==> src/rtl/stopwatch_core_if.sv <==
// Signal bundle between the stopwatch core and its surroundings: the button/tick
// pulses in, and the registered BCD digits and status flags out.
interface stopwatch_core_if;
    logic       tick;
    logic       start_pulse;
    logic       lap_pulse;
    logic [3:0] dig3;
    logic [3:0] dig2;
    logic [3:0] dig1;
    logic [3:0] dig0;
    logic       running;
    logic       lap_active;
    logic       wrap;

    modport master (
        output tick, start_pulse, lap_pulse,
        input  dig3, dig2, dig1, dig0, running, lap_active, wrap
    );

    modport slave (
        input  tick, start_pulse, lap_pulse,
        output dig3, dig2, dig1, dig0, running, lap_active, wrap
    );
endinterface

==> src/rtl/stopwatch_core.sv <==
// mm:ss stopwatch counting/control stage: IDLE/RUN/PAUSE/LAP control, BCD count
// with MIN_MAX:59 rollover, and a display register that freezes during LAP.
module stopwatch_core #(
    parameter int MIN_MAX = 59
) (
    input  logic             clk,
    input  logic             rst,
    stopwatch_core_if.slave  bus
);
    typedef enum logic [1:0] {IDLE, RUN, PAUSE, LAP} state_t;

    localparam logic [3:0] MIN_TENS  = 4'(MIN_MAX / 10);
    localparam logic [3:0] MIN_UNITS = 4'(MIN_MAX % 10);

    state_t           state_reg, state_next;
    logic             clear_count;
    logic             counting;
    logic             at_max;
    logic             wrap_next;
    logic [3:0][3:0]  count_reg, count_next, count_inc;
    logic [3:0][3:0]  display_reg, display_next;
    logic [3:0]       carry;
    logic [3:0]       at_lim;
    logic             running_reg, lap_active_reg, wrap_reg;

    // Start wins over lap; in LAP a start is swallowed rather than letting lap through.
    always_comb begin
        state_next  = state_reg;
        clear_count = 1'b0;
        case (state_reg)
            IDLE: begin
                if (bus.start_pulse) state_next = RUN;
            end
            RUN: begin
                if (bus.start_pulse)    state_next = PAUSE;
                else if (bus.lap_pulse) state_next = LAP;
            end
            LAP: begin
                if (!bus.start_pulse && bus.lap_pulse) state_next = RUN;
            end
            PAUSE: begin
                if (bus.start_pulse) begin
                    state_next = RUN;
                end else if (bus.lap_pulse) begin
                    state_next  = IDLE;
                    clear_count = 1'b1;
                end
            end
            default: state_next = IDLE;
        endcase
    end

    // BCD ripple incrementer; digit 0 is seconds units, digit 3 is minute tens.
    assign carry[0] = 1'b1;
    generate
        for (genvar gi = 0; gi < 4; gi++) begin : g_digit
            localparam logic [3:0] LIM = (gi == 1) ? 4'd5 : 4'd9;
            assign at_lim[gi]    = (count_reg[gi] == LIM);
            assign count_inc[gi] = !carry[gi] ? count_reg[gi]
                                 : (at_lim[gi] ? 4'd0 : count_reg[gi] + 4'd1);
            if (gi < 3) begin : g_carry
                assign carry[gi+1] = carry[gi] & at_lim[gi];
            end
        end
    endgenerate

    assign at_max   = (count_reg == {MIN_TENS, MIN_UNITS, 4'd5, 4'd9});
    assign counting = bus.tick && ((state_reg == RUN) || (state_reg == LAP));

    always_comb begin
        count_next = count_reg;
        wrap_next  = 1'b0;
        if (clear_count) begin
            count_next = '0;
        end else if (counting) begin
            if (at_max) begin
                count_next = '0;
                wrap_next  = 1'b1;
            end else begin
                count_next = count_inc;
            end
        end
    end

    // Display follows the post-edge count except while staying inside LAP.
    always_comb begin
        display_next = count_next;
        if ((state_reg == LAP) && (state_next == LAP)) display_next = display_reg;
    end

    always_ff @(posedge clk) begin
        if (rst) begin
            state_reg      <= IDLE;
            count_reg      <= '0;
            display_reg    <= '0;
            running_reg    <= 1'b0;
            lap_active_reg <= 1'b0;
            wrap_reg       <= 1'b0;
        end else begin
            state_reg      <= state_next;
            count_reg      <= count_next;
            display_reg    <= display_next;
            running_reg    <= (state_next == RUN) || (state_next == LAP);
            lap_active_reg <= (state_next == LAP);
            wrap_reg       <= wrap_next;
        end
    end

    assign bus.dig3       = display_reg[3];
    assign bus.dig2       = display_reg[2];
    assign bus.dig1       = display_reg[1];
    assign bus.dig0       = display_reg[0];
    assign bus.running    = running_reg;
    assign bus.lap_active = lap_active_reg;
    assign bus.wrap       = wrap_reg;
endmodule

==> src/flat_wrapper.sv <==
// flat-port wrapper written by rule: the top's interface ports become plain ports
module stopwatch_core_flat 
#(
    parameter int MIN_MAX = 59
)
  (clk, rst, bus_tick, bus_start_pulse, bus_lap_pulse, bus_dig3, bus_dig2, bus_dig1, bus_dig0, bus_running, bus_lap_active, bus_wrap);
  stopwatch_core_if bus_i ();
  input  logic clk;
  input  logic rst;
  input wire logic [$bits(bus_i.tick)-1:0] bus_tick;
  input wire logic [$bits(bus_i.start_pulse)-1:0] bus_start_pulse;
  input wire logic [$bits(bus_i.lap_pulse)-1:0] bus_lap_pulse;
  output wire logic [$bits(bus_i.dig3)-1:0] bus_dig3;
  output wire logic [$bits(bus_i.dig2)-1:0] bus_dig2;
  output wire logic [$bits(bus_i.dig1)-1:0] bus_dig1;
  output wire logic [$bits(bus_i.dig0)-1:0] bus_dig0;
  output wire logic [$bits(bus_i.running)-1:0] bus_running;
  output wire logic [$bits(bus_i.lap_active)-1:0] bus_lap_active;
  output wire logic [$bits(bus_i.wrap)-1:0] bus_wrap;
  assign bus_i.tick = bus_tick;
  assign bus_i.start_pulse = bus_start_pulse;
  assign bus_i.lap_pulse = bus_lap_pulse;
  assign bus_dig3 = bus_i.dig3;
  assign bus_dig2 = bus_i.dig2;
  assign bus_dig1 = bus_i.dig1;
  assign bus_dig0 = bus_i.dig0;
  assign bus_running = bus_i.running;
  assign bus_lap_active = bus_i.lap_active;
  assign bus_wrap = bus_i.wrap;
  stopwatch_core #(.MIN_MAX(MIN_MAX)) u_core (.clk(clk), .rst(rst), .bus(bus_i));
endmodule
==> config.mk <==
export PLATFORM = sky130hd
export DESIGN_NAME = stopwatch_core_flat
export DESIGN_NICKNAME = d
export VERILOG_FILES = /design/src/rtl/stopwatch_core_if.sv /design/src/rtl/stopwatch_core.sv /design/src/flat_wrapper.sv
export SDC_FILE = /design/constraint.sdc
export NUM_CORES = 1
export LEC_CHECK = 0
export CAP_MARGIN = 5
export CORE_ASPECT_RATIO = 0.7
export CORE_MARGIN = 2
export CORE_UTILIZATION = 45
export CTS_BUF_LIST = sky130_fd_sc_hd__clkbuf_4 sky130_fd_sc_hd__clkbuf_8
export CTS_CLUSTER_SIZE = 40
export DETAILED_ROUTE_END_ITERATION = 10
export PLACE_DENSITY = 0.7
export SLEW_MARGIN = 20
export SYNTH_ARGS = -nofsm -noshare
export SYNTH_HDL_FRONTEND = slang
export SYNTH_SLANG_ARGS = --single-unit
export TNS_END_PERCENT = 100
==> constraint.sdc <==
create_clock -name clk -period 1.8 [get_ports clk]
set_clock_uncertainty 0.05 [all_clocks]
set_input_delay 0.45 -clock clk [delete_from_list [all_inputs] [get_ports clk]]
set_output_delay 0.45 -clock clk [all_outputs]
set_load 0.05 [all_outputs]
==> flow_summary.ini, run 1 <==
[layout]
layout_common_cells = buf_4 (43), dfxtp_1 (33), nor2_1 (25), a21oi_1 (14), nand3_1 (12)
areaGrowthSynthToFinish_pct = 29.1
final_cells = 295
antenna_cells = 0
drive_gt1_share_pct = 32.1
largest_reg_flops = 16
fin_util_pct = 60.4
finalNetCount = 255
final_cell_area_sq_um = 2360
final_common_cell = buf_4

[floorplan]
die_area_sq_um = 4590
ioPinCount = 24
dieHeight_um = 57.3
rows = 19
chipWidth_um = 80.1
initial_utilization_pct = 46.8
coreArea_sq_um = 3900

[logic_synthesis]
synthMuxAreaShare_pct = 1.64
synth_top_family_by_area = simple AND/OR/NAND/NOR gates
ys_seq_elements = 36
avgSynthCellArea_sq_um = 9.17
synth-simple-area-share_pct = 25.8
synthArstFlopShare_pct = 0
synth_nets = 212
synth_edf_count = 0
synthCells = 199
synth-seq-area-share_pct = 39.5
ys_warn_count = 0
synth_fa_ha_area_share_pct = 5.48
yosys.area_share.xor_xnor_pct = 0.960
synth_cell_types = 52
yosys_most_used_dff = dfxtp_1
syn_area_sq_um = 1830
synth_compound_gate_area_share_pct = 20.1

[setup_path]
setup.worst_path.class = reg2reg
cp.required_ns = 1.93
start_kind = register
worst_path_max_delay_cell = a2111o_1
r2r_setup_slack_ns = 0.07
arrival_ns = 1.86
r2r_end = u_core.bus.dig3[2]
cp_cell_sequence = inv_1, ha_2, nand4bb_2, a2111o_1, a2bb2oi_1, o2bb2ai_1
r2r_cells = 6
worstPathMaxFanout = 6
slowest_delay_ns = 0.40
regToRegStartpoint = u_core.count_reg[1]
cp-end-kind = register

[sta]
rsz0062_at_grt = yes
period_needed_ns = 1.73
hold_ws_ns = 0.416
finalCritPeriodShare_pct = 96.0
drv_slew = 0
hold_violations = 0
relSlewSlack_pct = 74.3
fmax_ghz = 0.579
setup_viol = 0
worstMarginPinSlew_ns = 0.384
fin_ws_ns = 0.0723
tns_ns = 0

[grt]
grt.met2_usage_pct = 26.8
grt_first_pass_wirelength_mm = 6.98
grt-ovfl-total = 0
antenna_found_initial = 0
grt_use_total_pct = 20.0
globalRouteMet3Util_pct = 5.85
grt_start_max_net_pins = 16
grt_pass1_vias = 1457
use_met1_pct = 29.4
top_usage_layer = met1

[drt]
drtIter0Drc = 109
drc_errors = 0
drt-pass1-iter-count = 4
ant_nets = 0
wire_per_inst_um = 13.8
via_per_inst = 5.31
drt-total-wl_mm = 4.06
via_count = 1567

[power_and_ir_drop]
power_density_nw_per_um2 = 716
ir_worst_vdd_uv = 450
total_power_mw = 1.69
leakagePower_nw = 0.943

[min_path]
min_to = u_core.bus.dig1[1]
hold_class = reg2reg
min-delay-start = u_core.bus.dig1[1]
whs_path_depth = 2

[placed_design]
place_area_sq_um = 2170
port_buffers = 23
place_ws_ns = -0.302
dp_hpwl_mm = 2.98
gp_congestion = 0.871
place_inst = 286

[cts]
cts_sinks = 36
path_clk_slew_ns = 0.08
h-tree-depth = 2
clkLatencyLatePin_ns = 0.30
ctsHoldBuffers = 0
cts.path.max_buffers = 2
tritoncts = done
cts_buffers = 5
clk_root_buffer_cell = clkbuf_8

[status]
status = complete, no violations

[flow_run]
cap_violations = 0
-- layout make-up --
type                       count  area, sq um
fill                         358         1540
multi-input combinational    145         1050
sequential                    36          724
timing repair buffer          48          385
clock buffer                   6         76.3
tap                           52         65.1
clock inverter                 2         35.0
inverter                       6         22.5
-- worst max path at each step --
stage	from	endpoint	slack [ns]	cells after the start
floorplan	u_core.state_reg[0]	u_core.bus.dig2[3]	0.06	6
global placement	bus_tick	u_core.bus.dig1[3]	-0.28	6
detailed placement	bus_tick	u_core.bus.dig2[3]	-0.30	6
CTS	bus_tick	u_core.bus.dig2[3]	0.002	6
global route	u_core.count_reg[13]	u_core.bus.dig3[2]	-0.009	6
finish	u_core.count_reg[1]	u_core.bus.dig3[2]	0.07	6
-- where the power goes --
part | switching (mW) | internal (mW) | total, mW | leakage [nW]
clock | 0.308 | 0.426 | 0.734 | 0.0586
combinational | 0.0772 | 0.0611 | 0.138 | 0.592
sequential | 0.00874 | 0.805 | 0.814 | 0.292
-- per-layer routing --
layer | vias to the layer above | part of all wire (%)
li1 | 822 | -
met1 | 710 | 53
met2 | 30 | 40
met3 | 5 | 5.4
met4 | 0 | 1.3
met5 | - | 0
-- cell usage after synthesis, drive strengths merged (4+ instances only) --
cell / count / area [sq um]
and3b: 4 / 36.3
o21ai: 5 / 25.0
buf: 4 / 37.5
nand2: 5 / 18.8
nand3: 13 / 77.6
clkbuf: 8 / 60.1
inv: 6 / 22.5
ha: 8 / 100
nor3: 5 / 25.0
nor4: 5 / 37.5
nor2: 25 / 93.8
and2: 4 / 26.3
o2bb2ai: 6 / 52.6
dfxtp: 36 / 721
a21oi: 14 / 70.1
a31oi: 4 / 25.0
-- cell families (layout without fill, tap and decap cells) --
kind of cell / Yosys count / in the layout
and+or+nand+nor: 80 / 80
AOI/OAI and AO/OA: 52 / 52
DFF: 36 / 36
buffers and inverters: 18 / 62
adders and majority gates: 8 / 8
muxes: 3 / 3
xor gates and xnor gates: 2 / 2
-- critical path: cells and delay by family (launching register included) --
family                     cells  cell delay (ns)
AOI/OAI and AO/OA              3             0.75
adders and majority gates      1             0.20
buffers and inverters          1             0.05
DFF                            1             0.31
and+or+nand+nor                1             0.25
-- what timing repair did --
| action | CTS | global route |
|---|---|---|
| buffers inserted | 0 | 1 |
| endpoints found under the hold margin | 0 | 0 |
| pin swaps | 0 | 3 |
| gates resized for setup | 1 | 17 |
| setup endpoints to repair | 1 | 17 |
Power figures use the tool's default switching activity.
==> run 2, diff against run 1 <==
==> constraint.sdc (replaced) <==
create_clock -name clk -period 1.8 [get_ports clk]
set_clock_uncertainty 0.05 [all_clocks]
set_input_delay 0.45 -clock clk [delete_from_list [all_inputs] [get_ports clk]]
set_output_delay 0.45 -clock clk [all_outputs]
set_load 0.1 [all_outputs]
==> run 2 against run 1 <==
Against the previous run: critical path depth up 1; utilization rose by 7.5 points; non-clock buffer count grew 6; first-iteration DRC count is 25% lower; global-route usage shrank 0.19 points; sequential power barely moved; sequential share of layout area is 3.3 points lower; clock power fell by 15%; worst setup slack worse by 0.023 ns; clock-buffer cell count rose by 2; largest cell class unchanged; final area grew 12%; fmax down 1.3%; highest routed layer unchanged.
==> flow_summary.ini, run 2 (same netlist as run 1, synthesis figures left out) <==
[placed_design]
place_inst = 289
dp_hpwl_mm = 3.06
port_buffers = 23
gp_congestion = 0.909
place_ws_ns = -0.309

[power_and_ir_drop]
power_density_nw_per_um2 = 610
ir_worst_vdd_uv = 517
leakagePower_nw = 0.997
total_power_mw = 1.61

[floorplan]
initial_utilization_pct = 46.8
coreArea_sq_um = 3900
ioPinCount = 24
rows = 19
die_area_sq_um = 4590
chipWidth_um = 80.1
dieHeight_um = 57.3

[sta]
relSlewSlack_pct = 73.7
drv_slew = 0
rsz0062_at_grt = yes
finalCritPeriodShare_pct = 97.3
fmax_ghz = 0.571
period_needed_ns = 1.75
tns_ns = 0
worstMarginPinSlew_ns = 0.388
fin_ws_ns = 0.0491
setup_viol = 0
hold_violations = 0

[drt]
via_count = 1645
via_per_inst = 5.47
drt-pass1-iter-count = 4
drtIter0Drc = 82
drc_errors = 0
ant_nets = 0
wire_per_inst_um = 14.2
drt-total-wl_mm = 4.29

[setup_path]
setup.worst_path.class = in2reg
worstSetupEndpoint = u_core.bus.dig2[2]
r2r_cells = 7
slowest_delay_ns = 0.50
cp_cell_sequence = clkdlybuf4s50_1, nand4_1, buf_4, buf_4, o31a_1, o22ai_1, a21oi_1
r2r_setup_slack_ns = 0.09
worst_path_max_delay_cell = clkdlybuf4s50_1
critPathLaunch = bus_tick
worstPathMaxFanout = 6
cp.required_ns = 1.93
regToRegStartpoint = u_core.count_reg[1]
cp-end-kind = register
r2r_end = u_core.bus.dig1[2]
arrival_ns = 1.88
start_kind = input port
crit_top_cell = buf_4

[layout]
final_common_cell = dfxtp_1
antenna_cells = 0
areaGrowthSynthToFinish_pct = 45.0
drive_gt1_share_pct = 32.9
fin_util_pct = 67.9
finalNetCount = 261
largest_reg_flops = 16
final_cells = 301
layout_common_cells = dfxtp_1 (34), buf_4 (30), nor2_1 (25), buf_12 (20), a21oi_1 (14)

[grt]
grt-ovfl-total = 0
grt_use_total_pct = 19.8
grt_pass1_vias = 1501
grt_first_pass_wirelength_mm = 7.00
grt_start_max_net_pins = 16
antenna_found_initial = 0

[min_path]
hold_class = reg2reg

[cts]
path_clk_slew_ns = 0.07
cts_buffers = 5
clkLatencyLatePin_ns = 0.29
ctsHoldBuffers = 0
h-tree-depth = 2
cts_sinks = 36
clk_root_buffer_cell = clkbuf_8
tritoncts = done
cts.path.max_buffers = 2

[flow_run]
cap_violations = 0

[status]
status = complete, no violations
run 2: worst min path at each step:
stage	from	to	slack, ns	cells after the start
after floorplan	u_core.count_reg[11]	u_core.count_reg[11]	0.45	2
after global placement	u_core.bus.dig0[2]	u_core.bus.dig0[2]	0.45	2
after detailed placement	u_core.bus.dig1[1]	u_core.bus.dig1[1]	0.45	2
after CTS	u_core.bus.dig1[1]	u_core.bus.dig1[1]	0.46	2
after global routing	u_core.bus.dig1[1]	u_core.bus.dig1[1]	0.47	2
final	u_core.bus.dig1[1]	u_core.bus.dig1[1]	0.45	2
run 2: repair_timing:
item                                    4_1_cts  5_1_grt
hold endpoints to repair                      0        0
buffers inserted                              0        4
endpoints found under the setup margin        1       18
gates resized for setup                       1       17
pin swaps                                     0        3
run 2: area by class of cell:
class | count | area (sq um)
Fill cell | 317 | 1250
Multi-Input combinational cell | 145 | 1070
Sequential cell | 36 | 726
Timing Repair Buffer | 54 | 666
Clock buffer | 8 | 97.6
Tap cell | 52 | 65.1
Inverter | 6 | 22.5
run 2: stage by stage:
stage	cell area, sq um	hold slack (ns)
floorplan	1830	0.447
global placement	2430	0.447
detailed placement	2430	0.449
CTS	2530	0.459
global route	2650	0.471
finish	2650	0.455
run 2: power breakdown:
part           switching, mW  total (mW)  internal [mW]
clock network          0.279       0.622          0.342
logic                  0.100       0.176         0.0757
registers             0.0112       0.816          0.805
total                  0.391        1.61           1.22
run 2: critical path, delay by kind of cell:
kind            cells  cell delay [ns]
simple gates        1             0.09
compound gates      3             0.53
buf+inv             3             0.81
run 2: per-layer routing:
metal / track usage, % / part of all wire [%] / vias to the layer above
li1: - / - / 833
met5: 0 / 0 / -
met3: 7.28 / 7.2 / 8
met1: 27.5 / 48 / 758
met4: 7.02 / 1.9 / 0
met2: 28.5 / 43 / 46
==> run 3, diff against run 2 <==
--- a/config.mk
+++ b/config.mk
@@ -12,7 +12,8 @@
 export CTS_BUF_LIST = sky130_fd_sc_hd__clkbuf_4 sky130_fd_sc_hd__clkbuf_8
 export CTS_CLUSTER_SIZE = 40
 export DETAILED_ROUTE_END_ITERATION = 10
-export PLACE_DENSITY = 0.7
+export GPL_TIMING_DRIVEN = 1
+export PLACE_DENSITY = 0.63
 export SLEW_MARGIN = 20
 export SYNTH_ARGS = -nofsm -noshare
 export SYNTH_HDL_FRONTEND = slang
==> constraint.sdc (replaced) <==
create_clock -name clk -period 2.01 [get_ports clk]
set_clock_uncertainty 0.05 [all_clocks]
set_input_delay 0.5025 -clock clk [delete_from_list [all_inputs] [get_ports clk]]
set_output_delay 0.5025 -clock clk [all_outputs]
set_load 0.1 [all_outputs]
==> run 3 against run 2 <==
Against the previous run: sequential share of layout area rose by 2.5 points; largest cell class unchanged; critical path depth fell by 2; register-to-register slack barely moved; largest power group unchanged; total power fell by 13%; non-clock buffer count fell by 19.
==> flow_summary.ini, run 3 (same netlist as run 1, synthesis figures left out) <==
[status]
status = complete, no violations

[cts]
cts_sinks = 36
cts.path.max_buffers = 2
h-tree-depth = 2
clk_root_buffer_cell = clkbuf_8
clkLatencyLatePin_ns = 0.28
cts_buffers = 5
tritoncts = done
path_clk_slew_ns = 0.07

[setup_path]
setup.worst_path.class = in2reg
r2r_end = u_core.bus.dig3[2]
r2r_setup_slack_ns = 0.09
worstPathMaxFanout = 6
arrival_ns = 2.14
cp.required_ns = 2.17
cp-end-kind = register
start_kind = input port
r2r_cells = 5
regToRegStartpoint = u_core.count_reg[0]

[grt]
antenna_found_initial = 0
grt-ovfl-total = 0
grt_start_max_net_pins = 20
grt_pass1_vias = 1551
grt_use_total_pct = 19.7
grt_first_pass_wirelength_mm = 7.13

[layout]
final_common_cell = dfxtp_1
final_cell_area_sq_um = 2410
fill_cells = 341
drive_gt1_share_pct = 22.3
layout_common_cells = dfxtp_1 (35), nor2_1 (25), buf_12 (19), a21oi_1 (14)
finalNetCount = 242
antenna_cells = 0
areaGrowthSynthToFinish_pct = 32.3
largest_reg_flops = 16

[sta]
fmax_ghz = 0.505
hold_ws_ns = 0.456
finalCritPeriodShare_pct = 98.5
setup_viol = 0
rsz0062_at_grt = yes
hold_violations = 0
drv_slew = 0
worstMarginPinSlew_ns = 0.428
relSlewSlack_pct = 71.2
period_needed_ns = 1.98

[drt]
via_per_inst = 5.64
ant_nets = 0
drt-pass1-iter-count = 4
wl_met1_mm = 1.97
routed-wl-met2_mm = 1.82
drc_errors = 0
drtIter0Drc = 102
routed.top_layer = met4
wire_per_inst_um = 14.5
wl_met3_um = 229
drt-total-wl_mm = 4.07
via_count = 1586

[placed_design]
dp_hpwl_mm = 3.13
place_area_sq_um = 2300
port_buffers = 23
gp_congestion = 0.930

[floorplan]
rows = 19
chipWidth_um = 80.1
coreArea_sq_um = 3900
die_area_sq_um = 4590
initial_utilization_pct = 46.8
dieHeight_um = 57.3
ioPinCount = 24

[flow_run]
cap_violations = 0

[power_and_ir_drop]
total_power_mw = 1.41
ir_worst_vdd_uv = 340
power_density_nw_per_um2 = 584
leakagePower_nw = 0.893

[min_path]
min_to = u_core.bus.dig1[1]
min-delay-start = u_core.bus.dig1[1]
hold_class = reg2reg
whs_path_depth = 2
==> run 3: cell count changes in the layout (fill, tap and decap cells not counted), sizes merged <==
| cell | delta |
|---|---|
| buf | -19 |
| clkbuf | -1 |
==> run 3: cell type report <==
class,instances,area [sq um],area share (%)
clock buffer,7,96.3,3.99
inverter,6,22.5,0.933
multi-input combinational,145,998,41.3
sequential,36,722,29.9
tap,52,65.1,2.69
timing repair buffer,35,510,21.1
==> run 3: worst max-delay path by stage <==
stage | slack (ns) | end | start | cells after the start
2_1_floorplan | 0.06 | u_core.bus.dig2[3] | u_core.state_reg[0] | 6
3_3_place_gp | -0.14 | u_core.bus.dig3[3] | bus_tick | 5
3_5_place_dp | -0.21 | u_core.bus.dig3[3] | bus_tick | 5
4_1_cts | 0.08 | u_core.bus.dig3[3] | bus_tick | 5
5_1_grt | -0.10 | u_core.bus.dig2[1] | bus_tick | 5
6_report | 0.03 | u_core.bus.dig2[1] | bus_tick | 5
==> run 3: routing by layer <==
metal  vias up  track usage, %
met5         -               0
met4         0            7.51
met3         6            4.75
met2        41            30.0
met1       744            27.2
li1        795               -
==> run 3: repair_timing <==
item	in CTS	in global routing
hold buffers	0	0
resized for setup	0	3
endpoints found under the setup margin	0	5
buffers inserted	0	0
==> run 3: metrics by stage <==
step	setup WS, ns	setup TNS, ns	cells	util [%]
4_1_cts	0.0824	0	281	61.6
2_1_floorplan	0.0573	0	199	-
6_report	0.0306	0	281	61.9
3_3_place_gp	-0.143	-1.03	274	59.1
3_5_place_dp	-0.208	-1.75	274	59.1
5_1_grt	-0.101	-0.282	281	61.9
==> run 3: report_power, final <==
group | total (mW) | internal (mW) | switching, mW
Sequential | 0.735 | 0.722 | 0.0131
Clock | 0.541 | 0.305 | 0.236
Combinational | 0.136 | 0.0523 | 0.0833
Total | 1.41 | 1.08 | 0.332
==> run 3: worst max-delay path, stage by stage <==
cell and delay, ns:
clkdlybuf4s50_1 0.53, nand4_1 0.32, nor4_1 0.51, o22ai_1 0.13
a21oi_1 0.15
